File: config.mk
export PLATFORM = sky130hd
export DESIGN_NAME = oled_seg_frame_gen
export DESIGN_NICKNAME = d
export VERILOG_FILES = /design/src/rtl/oled_seg_pkg.sv /design/src/rtl/oled_seg_frame_gen_glyph.sv /design/src/rtl/oled_seg_frame_gen.sv
export SDC_FILE = /design/constraint.sdc
export NUM_CORES = 1
export LEC_CHECK = 0
export BUFFER_PORTS_ARGS = -buffer_cell sky130_fd_sc_hd__buf_2
export CAP_MARGIN = 10
export CELL_PAD_IN_SITES_DETAIL_PLACEMENT = 1
export CELL_PAD_IN_SITES_GLOBAL_PLACEMENT = 2
export CORE_UTILIZATION = 34
export DETAILED_ROUTE_END_ITERATION = 10
export PLACE_DENSITY_LB_ADDON = 0.1
export SYNTH_ARGS = -nofsm -noshare
export SYNTH_HDL_FRONTEND = slang
export SYNTH_SLANG_ARGS = --single-unit
export TNS_END_PERCENT = 20
File: constraint.sdc
create_clock -name clk -period 4.5 [get_ports clk]
set_input_delay 0.45 -clock clk [delete_from_list [all_inputs] [get_ports clk]]
set_output_delay 0.45 -clock clk [all_outputs]
set_load 0.02 [all_outputs]
File: src/rtl/oled_seg_pkg.sv
// Shared constants for the seven-segment frame generator: segment indices,
// glyph geometry, frame size, state encoding and the hex-to-segment decode.
package oled_seg_pkg;

  localparam int SEG_A = 0;
  localparam int SEG_B = 1;
  localparam int SEG_C = 2;
  localparam int SEG_D = 3;
  localparam int SEG_E = 4;
  localparam int SEG_F = 5;
  localparam int SEG_G = 6;

  localparam int              FRAME_BYTES = 1024;
  localparam int              IDX_W       = 10;
  localparam logic [IDX_W-1:0] LAST_IDX   = 10'(FRAME_BYTES - 1);

  // Cell-column bounds inside a 32-column digit cell
  localparam logic [4:0] MID_C_LO = 5'd8;
  localparam logic [4:0] MID_C_HI = 5'd23;
  localparam logic [4:0] RGT_C_LO = 5'd24;
  localparam logic [4:0] RGT_C_HI = 5'd27;
  localparam logic [4:0] LFT_C_LO = 5'd4;
  localparam logic [4:0] LFT_C_HI = 5'd7;
  localparam logic [4:0] DP_C_LO  = 5'd29;
  localparam logic [4:0] DP_C_HI  = 5'd30;

  localparam logic [2:0] PAGE_TOP   = 3'd0;
  localparam logic [2:0] PAGE_G_HI  = 3'd3;
  localparam logic [2:0] PAGE_G_LO  = 3'd4;
  localparam logic [2:0] PAGE_BOT   = 3'd7;

  typedef enum logic {
    ST_IDLE   = 1'b0,
    ST_STREAM = 1'b1
  } state_e;

  // Returned vector is {g,f,e,d,c,b,a}
  function automatic logic [6:0] hex_to_seg(input logic [3:0] hex);
    logic [6:0] seg;
    case (hex)
      4'h0:    seg = 7'b0111111;
      4'h1:    seg = 7'b0000110;
      4'h2:    seg = 7'b1011011;
      4'h3:    seg = 7'b1001111;
      4'h4:    seg = 7'b1100110;
      4'h5:    seg = 7'b1101101;
      4'h6:    seg = 7'b1111101;
      4'h7:    seg = 7'b0000111;
      4'h8:    seg = 7'b1111111;
      4'h9:    seg = 7'b1101111;
      4'hA:    seg = 7'b1110111;
      4'hB:    seg = 7'b1111100;
      4'hC:    seg = 7'b0111001;
      4'hD:    seg = 7'b1011110;
      4'hE:    seg = 7'b1111001;
      4'hF:    seg = 7'b1110001;
      default: seg = 7'b0000000;
    endcase
    return seg;
  endfunction

endpackage

File: src/rtl/oled_seg_frame_gen_glyph.sv
// Combinational renderer: one frame byte (8 vertical pixels) of a digit cell
// at a given page and cell column.
module oled_seg_glyph_byte
  import oled_seg_pkg::*;
(
  input  logic [3:0] nibble,
  input  logic       dp,
  input  logic       blank,
  input  logic [2:0] page,
  input  logic [4:0] cell_col,
  output logic [7:0] byte_o
);

  logic [6:0] seg_s;
  logic       in_mid_s;
  logic       in_rgt_s;
  logic       in_lft_s;
  logic       in_dp_s;
  logic       upper_s;
  logic [7:0] acc_s;

  // OR together every lit segment that covers this page/column
  always_comb begin
    seg_s    = hex_to_seg(nibble);
    in_mid_s = (cell_col >= MID_C_LO) && (cell_col <= MID_C_HI);
    in_rgt_s = (cell_col >= RGT_C_LO) && (cell_col <= RGT_C_HI);
    in_lft_s = (cell_col >= LFT_C_LO) && (cell_col <= LFT_C_HI);
    in_dp_s  = (cell_col >= DP_C_LO)  && (cell_col <= DP_C_HI);
    upper_s  = (page <= PAGE_G_HI);
    acc_s    = 8'h00;
    acc_s = acc_s | ((seg_s[SEG_A] && in_mid_s && (page == PAGE_TOP))  ? 8'h0F : 8'h00);
    acc_s = acc_s | ((seg_s[SEG_B] && in_rgt_s &&  upper_s)            ? 8'hFF : 8'h00);
    acc_s = acc_s | ((seg_s[SEG_C] && in_rgt_s && !upper_s)            ? 8'hFF : 8'h00);
    acc_s = acc_s | ((seg_s[SEG_D] && in_mid_s && (page == PAGE_BOT))  ? 8'hF0 : 8'h00);
    acc_s = acc_s | ((seg_s[SEG_E] && in_lft_s && !upper_s)            ? 8'hFF : 8'h00);
    acc_s = acc_s | ((seg_s[SEG_F] && in_lft_s &&  upper_s)            ? 8'hFF : 8'h00);
    acc_s = acc_s | ((seg_s[SEG_G] && in_mid_s && (page == PAGE_G_HI)) ? 8'hC0 : 8'h00);
    acc_s = acc_s | ((seg_s[SEG_G] && in_mid_s && (page == PAGE_G_LO)) ? 8'h03 : 8'h00);
    acc_s = acc_s | ((dp && in_dp_s && (page == PAGE_BOT))             ? 8'hC0 : 8'h00);
    byte_o = blank ? 8'h00 : acc_s;
  end

endmodule

File: src/rtl/oled_seg_frame_gen.sv
// Streams a 128x64 frame of four seven-segment hex digits as 1024 bytes,
// page-major / column-minor, over a valid/ready interface.
module oled_seg_frame_gen
  import oled_seg_pkg::*;
#(
  parameter bit AUTO_REPEAT = 1'b0
)
(
  input  logic        clk,
  input  logic        rst,
  input  logic        start,
  input  logic [15:0] digits,
  input  logic [3:0]  dp,
  input  logic [3:0]  blank,
  output logic [7:0]  out_data,
  output logic        out_valid,
  input  logic        out_ready,
  output logic        out_last,
  output logic        busy
);

  state_e           state_q, state_d;
  logic [IDX_W-1:0] idx_q, idx_d;
  logic [15:0]      digits_q, digits_d;
  logic [3:0]       dp_q, dp_d;
  logic [3:0]       blank_q, blank_d;
  logic [7:0]       out_data_q, out_data_d;
  logic             out_valid_q, out_valid_d;
  logic             out_last_q, out_last_d;
  logic             busy_q, busy_d;
  logic             load_s;
  logic             handshake_s;
  logic [1:0]       dsel_s;
  logic [3:0]       nibble_s;
  logic             glyph_dp_s;
  logic             glyph_blank_s;
  logic [7:0]       glyph_byte_s;

  assign handshake_s = out_valid_q & out_ready;

  // Next state, index and latched render inputs; load_s marks a new byte
  always_comb begin
    state_d     = state_q;
    idx_d       = idx_q;
    digits_d    = digits_q;
    dp_d        = dp_q;
    blank_d     = blank_q;
    out_valid_d = out_valid_q;
    busy_d      = busy_q;
    load_s      = 1'b0;
    case (state_q)
      ST_IDLE: begin
        if (start) begin
          digits_d    = digits;
          dp_d        = dp;
          blank_d     = blank;
          idx_d       = '0;
          out_valid_d = 1'b1;
          busy_d      = 1'b1;
          load_s      = 1'b1;
          state_d     = ST_STREAM;
        end else begin
          state_d = ST_IDLE;
        end
      end
      ST_STREAM: begin
        if (handshake_s && (idx_q == LAST_IDX)) begin
          if (AUTO_REPEAT) begin
            digits_d = digits;
            dp_d     = dp;
            blank_d  = blank;
            idx_d    = '0;
            load_s   = 1'b1;
          end else begin
            out_valid_d = 1'b0;
            busy_d      = 1'b0;
            state_d     = ST_IDLE;
          end
        end else if (handshake_s) begin
          idx_d  = idx_q + 10'd1;
          load_s = 1'b1;
        end else begin
          state_d = ST_STREAM;
        end
      end
      default: begin
        out_valid_d = 1'b0;
        busy_d      = 1'b0;
        state_d     = ST_IDLE;
      end
    endcase
  end

  // The glyph is rendered from the next index so the byte registers with it
  always_comb begin
    dsel_s        = idx_d[6:5];
    nibble_s      = digits_d[{dsel_s, 2'b00} +: 4];
    glyph_dp_s    = dp_d[dsel_s];
    glyph_blank_s = blank_d[dsel_s];
  end

  oled_seg_glyph_byte u_glyph (
    .nibble   (nibble_s),
    .dp       (glyph_dp_s),
    .blank    (glyph_blank_s),
    .page     (idx_d[9:7]),
    .cell_col (idx_d[4:0]),
    .byte_o   (glyph_byte_s)
  );

  always_comb begin
    out_data_d = load_s ? glyph_byte_s : out_data_q;
    out_last_d = out_valid_d && (idx_d == LAST_IDX);
  end

  always_ff @(posedge clk or posedge rst) begin
    if (rst) begin
      state_q     <= ST_IDLE;
      idx_q       <= '0;
      digits_q    <= 16'h0000;
      dp_q        <= 4'h0;
      blank_q     <= 4'h0;
      out_data_q  <= 8'h00;
      out_valid_q <= 1'b0;
      out_last_q  <= 1'b0;
      busy_q      <= 1'b0;
    end else begin
      state_q     <= state_d;
      idx_q       <= idx_d;
      digits_q    <= digits_d;
      dp_q        <= dp_d;
      blank_q     <= blank_d;
      out_data_q  <= out_data_d;
      out_valid_q <= out_valid_d;
      out_last_q  <= out_last_d;
      busy_q      <= busy_d;
    end
  end

  assign out_data  = out_data_q;
  assign out_valid = out_valid_q;
  assign out_last  = out_last_q;
  assign busy      = busy_q;

endmodule

==> results.txt, run 1 <==
----------------------------------------------------
[Worst setup path]
  Setup slack of the most critical reg-to-reg path ... around 0.48 ns
  Setup Crit Path Kind ... flip-flop to flip-flop
  CP most frequent cell ... sky130_fd_sc_hd__ha_1
  CP delay by family, top ... compound AO/OA/AOI/OAI gates
  Worst-path maximum fanout ... 10
  Data arrival time of the worst path ... 4.20 ns
  Element type at the critical path start ... flip-flop
  Crit path max-delay cell type ... sky130_fd_sc_hd__a211oi_2
  Cell Chain, Critical Path ... ha_1, nand4_2, or3_4, a21oi_4, mux2i_1, a211oi_2, inv_1, ha_1, nand2_1, and4b_1, o21ai_0, o311ai_1, a31oi_1, a221o_1
  Nature of the critical path endpoint ... flip-flop
  Number of buffers and inverters on the critical path ... 1
  Slowest stage delay, CP ... 0.49 ns
  Required time reported for the critical path endpoint ... between 4 and 5 ns

[Yosys]
  Netlist area before placement ... 2690 sq um
  Leading cell types by count after synthesis ... sky130_fd_sc_hd__nand2_1 (78), sky130_fd_sc_hd__dfrtp_1 (42), sky130_fd_sc_hd__mux2i_1 (15)
  Flop and latch count out of synthesis ... 42
  Most numerous cell in the Yosys netlist ... sky130_fd_sc_hd__nand2_1
  Fraction of registers with async set/reset ... 100%
  Share of the synthesized area in the top cell type ... 39.1%
  Xor and xnor fraction of the mapped netlist area ... less than 1%
  Average footprint of a synthesized cell ... 8.62 sq um
  Cell type with the highest aggregate area in the netlist ... sky130_fd_sc_hd__dfrtp_1
  Number of warnings issued by yosys ... 0
  Top_reg_cell synth ... sky130_fd_sc_hd__dfrtp_1
  Multiplexer share of the synthesized area ... 8.09%
  Number of enable flip-flop cells after synthesis ... 0
  Dominant combinational cell family by area after synthesis ... simple AND/OR/NAND/NOR gates
  Top area cells in the synthesized netlist ... sky130_fd_sc_hd__dfrtp_1 (39%), sky130_fd_sc_hd__nand2_1 (11%), sky130_fd_sc_hd__mux2i_1 (5.6%)
  Synthesized net count ... 350
  Unique cell type count in the Yosys netlist ... 54
  Fraction of the mapped netlist area in adder cells ... 4.65%
  Share of the yosys chip area belonging to registers ... 39.1%
  Basic-gate share of the synthesized area counting and, or, nand and nor cells ... ~27%
  Compound-cell area share of the yosys netlist ... 14.2%
  Post-Syn Instances ... 312

[Floorplan]
  Die boundary height ... 91.0 um
  Starting Density ... 35.0%
  Cell Rows ... 32
  Die outline width ... 91.0 um
  Core Area ... 7690 sq um
  Number of ports placed on the die boundary ... 39
  Overall die area ... 8270 sq um

[Timing]
  Tightest Pin Transition ... 0.730 ns
  Setup repair after global routing missed its margin ... no
  Share of the clock period used by the worst path after layout ... 89.3%
  Slew Limit Headroom ... 50.9%
  Setup TNS ... 0 ns
  Hold Worst Slack ... 0.286 ns
  Worst setup margin ... ~0.48 ns
  Period minus WS final ... approximately 4.0 ns
  Count of endpoints failing hold in the final timing report ... 0
  Number of setup violations in the final report ... 0
  Max-slew violations ... 0
  Maximum achievable frequency ... 249 MHz
  Worst clock skew ... between 0.003 and 0.004 ns

[Pwr]
  Maximum VDD drop ... between 100 and 150 uV
  Leak Pwr ... 1.49 nW
  Total power per unit cell area ... 469 nW/um^2

[Clocking]
  Number of buffers inserted by post-CTS setup repair ... 0
  Num CTS Buffers ... 5
  Clock-pin slew on the worst setup and hold paths ... 0.09 ns
  Deepest level of the CTS H-tree ... 2
  Clk buf depth ... 2
  Clock tree from TritonCTS ... yes
  Clock latency at the later pin of the worst-skew pair ... 0.30 ns
  # hold bufs at CTS ... 0
  CTS Sinks ... 42
  Root buf cell ... sky130_fd_sc_hd__clkbuf_8
  Post-CTS resize count ... 0

[Layout]
  Filler Cells Inserted ... 941
  Sequential cell area ... approximately 1100 sq um
  Post-layout net count ... about 380
  Multi-input logic area ... 1490 sq um
  Area grow syn2layout ... 14.0%
  Fraction of layout instances using a drive strength above 1 ... 20.0%
  Ant. Diodes ... 0

[GRT]
  Antenna violations before repair ... 0
  Remaining global-route overflow ... 0
  Vias in the first global route ... 2605
  GRT Total Usage ... 19.7%
  Global-route wire length before repair ... 12.9 mm
  Maximum number of pins on one net before global-route repair ... 43

[Route]
  Final wirelength ... ~7.4 mm
  Drt first pass iters ... 4
  Routed WL per cell ... between 15 and 20 um
  Via density ... ~5.3
  Initial DRC count ... 93
  Routed Antenna Nets ... 0
  DRC ... 0
  Routed vias ... 2351

[Place]
  Port buffer count ... 38
  Post-placement setup slack ... 0.490 ns
  Placer Congestion ... 0.790
  Detailed placement HPWL ... 5.57 mm

[Hold path]
  Hold WC Path Type ... input port to async pin

[Flow run]
  Max-Cap Viols ... 0

[Run status]
  Result of the run ... finished clean

----------------------------------------------------
==> placed cells by master (no fill, tap or decap), drive strengths merged, types with 3 or more instances in the layout <==
cell,count
buf,44
a31oi,7
a21oi,7
and3,8
inv,14
nor3,14
clkbuf,6
a211oi,5
mux2,6
or3,5
nand2,78
and2,3
o21ai,11
clkinv,3
a21o,4
mux2i,15
ha,10
nand4,12
nor4,3
dfrtp,42
nor2,11
nand3,8
==> flip-flops by register name, summed over array words and instances, names as in the netlist <==
| register | flops |
|---|---|
| blank_q | 4 |
| busy | 1 |
| digits_q | 16 |
| dp_q | 4 |
| idx_q | 10 |
| out_data | 4 |
| out_last | 1 |
| out_valid | 1 |
| state_q | 1 |
==> cell type report <==
class | count | area share [%]
flip-flops and latches | 42 | 34.3
inverters | 16 | 1.96
repair buffers | 44 | 8.08
clock buffers | 6 | 2.69
well taps | 102 | 4.16
multi-input cells | 235 | 48.4
clock inverters | 2 | 0.408
==> final timing paths <==
check | depth (start not counted) | endpoint | from
max | 14 | out_data[1] | idx_q[0]
min | 3 | digits_q[2] | rst
max reg2reg | 14 | out_data[1] | idx_q[0]
min reg2reg | 2 | busy | busy
max in group asynchronous | 3 | out_data[5] | rst
min in group clk | 3 | digits_q[11] | digits[11]
==> metal layers <==
layer	wire, um	global-route usage [%]	vias up
li1	-	-	1159
met1	3740	26.5	1146
met2	3410	32.4	40
met3	181	3.02	6
met4	87	6.48	0
met5	0	0	-
==> power breakdown <==
group,switching [mW],leakage [nW],internal [mW]
logic,0.384,0.920,0.241
registers,0.0721,0.524,0.474
clock network,0.144,0.0472,0.124
==> worst reg2reg max path, delay by kind of cell, from the launching register on <==
| kind | cells | cell delay, ns |
|---|---|---|
| multiplexers | 1 | 0.15 |
| AO/OA/AOI/OAI | 6 | 1.54 |
| flip-flops | 1 | 0.43 |
| adder cells (fa/ha/maj) | 2 | 0.70 |
| buffers and inverters | 1 | 0.16 |
| AND/OR/NAND/NOR | 4 | 0.93 |
==> cell families (layout without fill, tap and decap cells) <==
| kind of cell | count (synthesis) | count (layout) |
|---|---|---|
| and+or+nand+nor | 152 | 152 |
| xor gates and xnor gates | 3 | 3 |
| muxes | 21 | 21 |
| DFF | 42 | 42 |
| buffers and inverters | 35 | 68 |
| adders and majority gates | 10 | 10 |
| AOI/OAI and AO/OA | 49 | 49 |
==> stage by stage <==
| step | cells | cell area, sq um | power, mW | utilization, % |
|---|---|---|---|---|
| after floorplan | 312 | 2690 | 1.01 | - |
| after global placement | 439 | 2970 | 1.18 | 38.7 |
| after detailed placement | 439 | 2970 | 1.18 | 38.7 |
| after CTS | 447 | 3070 | 1.46 | 39.9 |
| after global routing | 447 | 3070 | 1.56 | 39.9 |
| final | 447 | 3070 | 1.44 | 39.9 |
Power figures use the tool's default switching activity.
==> inputs of run 2 (changes only) <==
Settings changed: CORE_ASPECT_RATIO set to 1.2.
==> results.txt, run 2 (synthesized netlist as in run 1, its figures left out) <==
----------------------------------------------------
[GRT]
  Global-route wire length before repair ... ~13 mm
  Maximum number of pins on one net before global-route repair ... 43
  Vias in the first global route ... between 2000 and 2500
  Antenna violations before repair ... 0
  Remaining global-route overflow ... 0
  GRT Total Usage ... 19.5%

[Worst setup path]
  Setup Crit Path Kind ... flip-flop to flip-flop
  Cell Chain, Critical Path ... ha_1, nand4_2, or3_4, a21oi_4, mux2i_1, a211oi_2, inv_1, ha_1, nand2_1, and4b_1, o21ai_0, o311ai_1, a31oi_1, a221o_1
  Number of buffers and inverters on the critical path ... 1
  Worst-path maximum fanout ... 10
  Crit path max-delay cell type ... sky130_fd_sc_hd__a211oi_2
  Nature of the critical path endpoint ... flip-flop
  Data arrival time of the worst path ... approximately 4.3 ns
  CP most frequent cell ... sky130_fd_sc_hd__ha_1
  Element type at the critical path start ... flip-flop
  Slowest stage delay, CP ... 0.50 ns
  CP delay by family, top ... compound AO/OA/AOI/OAI gates
  Required time reported for the critical path endpoint ... 4.67 ns

[Timing]
  Tightest Pin Transition ... 0.731 ns
  Slew Limit Headroom ... 51.1%
  Worst clock skew ... 0.00796 ns
  Period minus WS final ... roughly 4 ns
  Count of endpoints failing hold in the final timing report ... 0
  Share of the clock period used by the worst path after layout ... 90.8%
  Setup TNS ... 0 ns
  Number of setup violations in the final report ... 0
  Max-slew violations ... 0
  Maximum achievable frequency ... 245 MHz
  Setup repair after global routing missed its margin ... no

[Clocking]
  CTS Sinks ... 42
  Clock-pin slew on the worst setup and hold paths ... 0.09 ns
  Clock latency at the later pin of the worst-skew pair ... ~0.29 ns
  # hold bufs at CTS ... 0
  Deepest level of the CTS H-tree ... 2
  Number of buffers inserted by post-CTS setup repair ... 0
  Clock tree from TritonCTS ... yes
  Clk buf depth ... 2
  Num CTS Buffers ... 5
  Post-CTS resize count ... 0
  Root buf cell ... sky130_fd_sc_hd__clkbuf_8

[Pwr]
  Share of total power in the clock network ... 16.7%
  Net Sw Frac ... 42.4%
  Total power per unit cell area ... 469 nW/um^2
  Maximum VDD drop ... 176 uV
  Relative contribution of sequential cells to total power ... 39.3%
  Design internal power ... 0.816 mW
  Power share of the combinational group ... ~44%
  P_sw ... 0.600 mW
  Leak Pwr ... between 1 and 1.5 nW

[Route]
  Final wirelength ... 7.61 mm
  Drt first pass iters ... 4
  Routed Antenna Nets ... 0
  Routed vias ... roughly 2300
  DRC ... 0
  Initial DRC count ... 89
  Length of routed met3 wiring ... 210 um
  Routed WL per cell ... 17.5 um
  Via density ... around 5.3
  Met1 layer wirelength in the final routing ... approximately 3.7 mm
  Top metal layer carrying routed signals ... met4
  Met2 WL ... 3.64 mm

[Layout]
  Ant. Diodes ... 0
  Reg with most FFs ... digits_q
  Utilization after layout ... about two fifths
  Top Registers ... digits_q (16), idx_q (10)
  Fraction of layout instances using a drive strength above 1 ... around a fifth
  Area grow syn2layout ... 12.2%
  Flip-flop count of the largest register, all copies and words added ... 16
  Most common library cell in the layout ignoring fill and taps ... sky130_fd_sc_hd__nand2_1
  Most frequent cells in the layout ... sky130_fd_sc_hd__nand2_1 (78), sky130_fd_sc_hd__dfrtp_1 (42), sky130_fd_sc_hd__buf_2 (38)
  Post-layout net count ... 381

[Place]
  Port buffer count ... 38
  Detailed placement HPWL ... 5.78 mm
  Placer Congestion ... 0.882

[Floorplan]
  Number of ports placed on the die boundary ... 39
  Starting Density ... 35.1%
  Overall die area ... just over 8000 sq um
  Die boundary height ... 99.4 um
  Cell Rows ... 35
  Core Area ... 7660 sq um
  Die outline width ... 83.2 um

[Hold path]
  Hold WC Path Type ... input port to async pin

[Flow run]
  Max-Cap Viols ... 0

[Run status]
  Result of the run ... finished clean

----------------------------------------------------
-- run 2: changes by cell type in the layout (fill, tap and decap cells not counted) --
cell,delta
sky130_fd_sc_hd__clkbuf_8,-1
sky130_fd_sc_hd__clkinv_2,+1
sky130_fd_sc_hd__buf_12,-1
sky130_fd_sc_hd__clkinvlp_4,-1
sky130_fd_sc_hd__inv_1,+1
sky130_fd_sc_hd__clkinv_1,-1
-- run 2: path summary, 6_finish.rpt --
path,from,end,slack [ns],depth (start not counted)
worst max-delay path,idx_q[0],out_data[1],0.41,14
worst min-delay path,rst,digits_q[0],0.28,3
worst max register to register,idx_q[0],out_data[1],0.41,14
worst min register to register,busy,busy,0.47,2
max in group asynchronous,rst,digits_q[12],3.84,3
min in group clk,digits[10],digits_q[10],0.34,3
-- run 2: routing by layer --
| metal | up-vias | global-route usage (%) |
|---|---|---|
| li1 | 1160 | - |
| met1 | 1111 | 26.6 |
| met2 | 37 | 33.0 |
| met3 | 4 | 2.66 |
| met4 | 0 | 3.98 |
| met5 | - | 0 |
-- run 2: worst register-to-register path: cells and delay by family, from the launching register on --
family	cells	cell delay [ns]
AO/OA/AOI/OAI	6	1.56
adder cells (fa/ha/maj)	2	0.72
buffers and inverters	1	0.17
flip-flops	1	0.43
multiplexers	1	0.15
AND/OR/NAND/NOR	4	0.92
-- run 2: through the flow --
step                      power (mW)  cells  worst slack [ns]  area (sq um)  hold WS [ns]
after floorplan                 1.01    312              1.01          2690         0.433
after global placement          1.18    428             0.687          2940         0.454
after detailed placement        1.19    428             0.471          2940         0.459
after CTS                       1.43    435             0.441          3020         0.304
after global routing            1.52    435             0.156          3020         0.336
final                           1.42    435             0.414          3020         0.276
-- run 2: power groups by stage --
stage,Clock (mW),Combinational (mW),Sequential [mW]
floorplan,0,0.477,0.536
global placement,0,0.620,0.560
detailed placement,0,0.626,0.564
CTS,0.248,0.631,0.556
global route,0.259,0.691,0.572
finish,0.236,0.624,0.556
-- run 2: layout make-up --
class / count / area [sq um]
fillers: 932 / 4650
multi-input cells: 235 / 1490
flip-flops and latches: 42 / 1050
repair buffers: 43 / 228
well taps: 92 / 115
clock buffers: 5 / 68.8
inverters: 16 / 60.1
clock inverters: 2 / 10.0
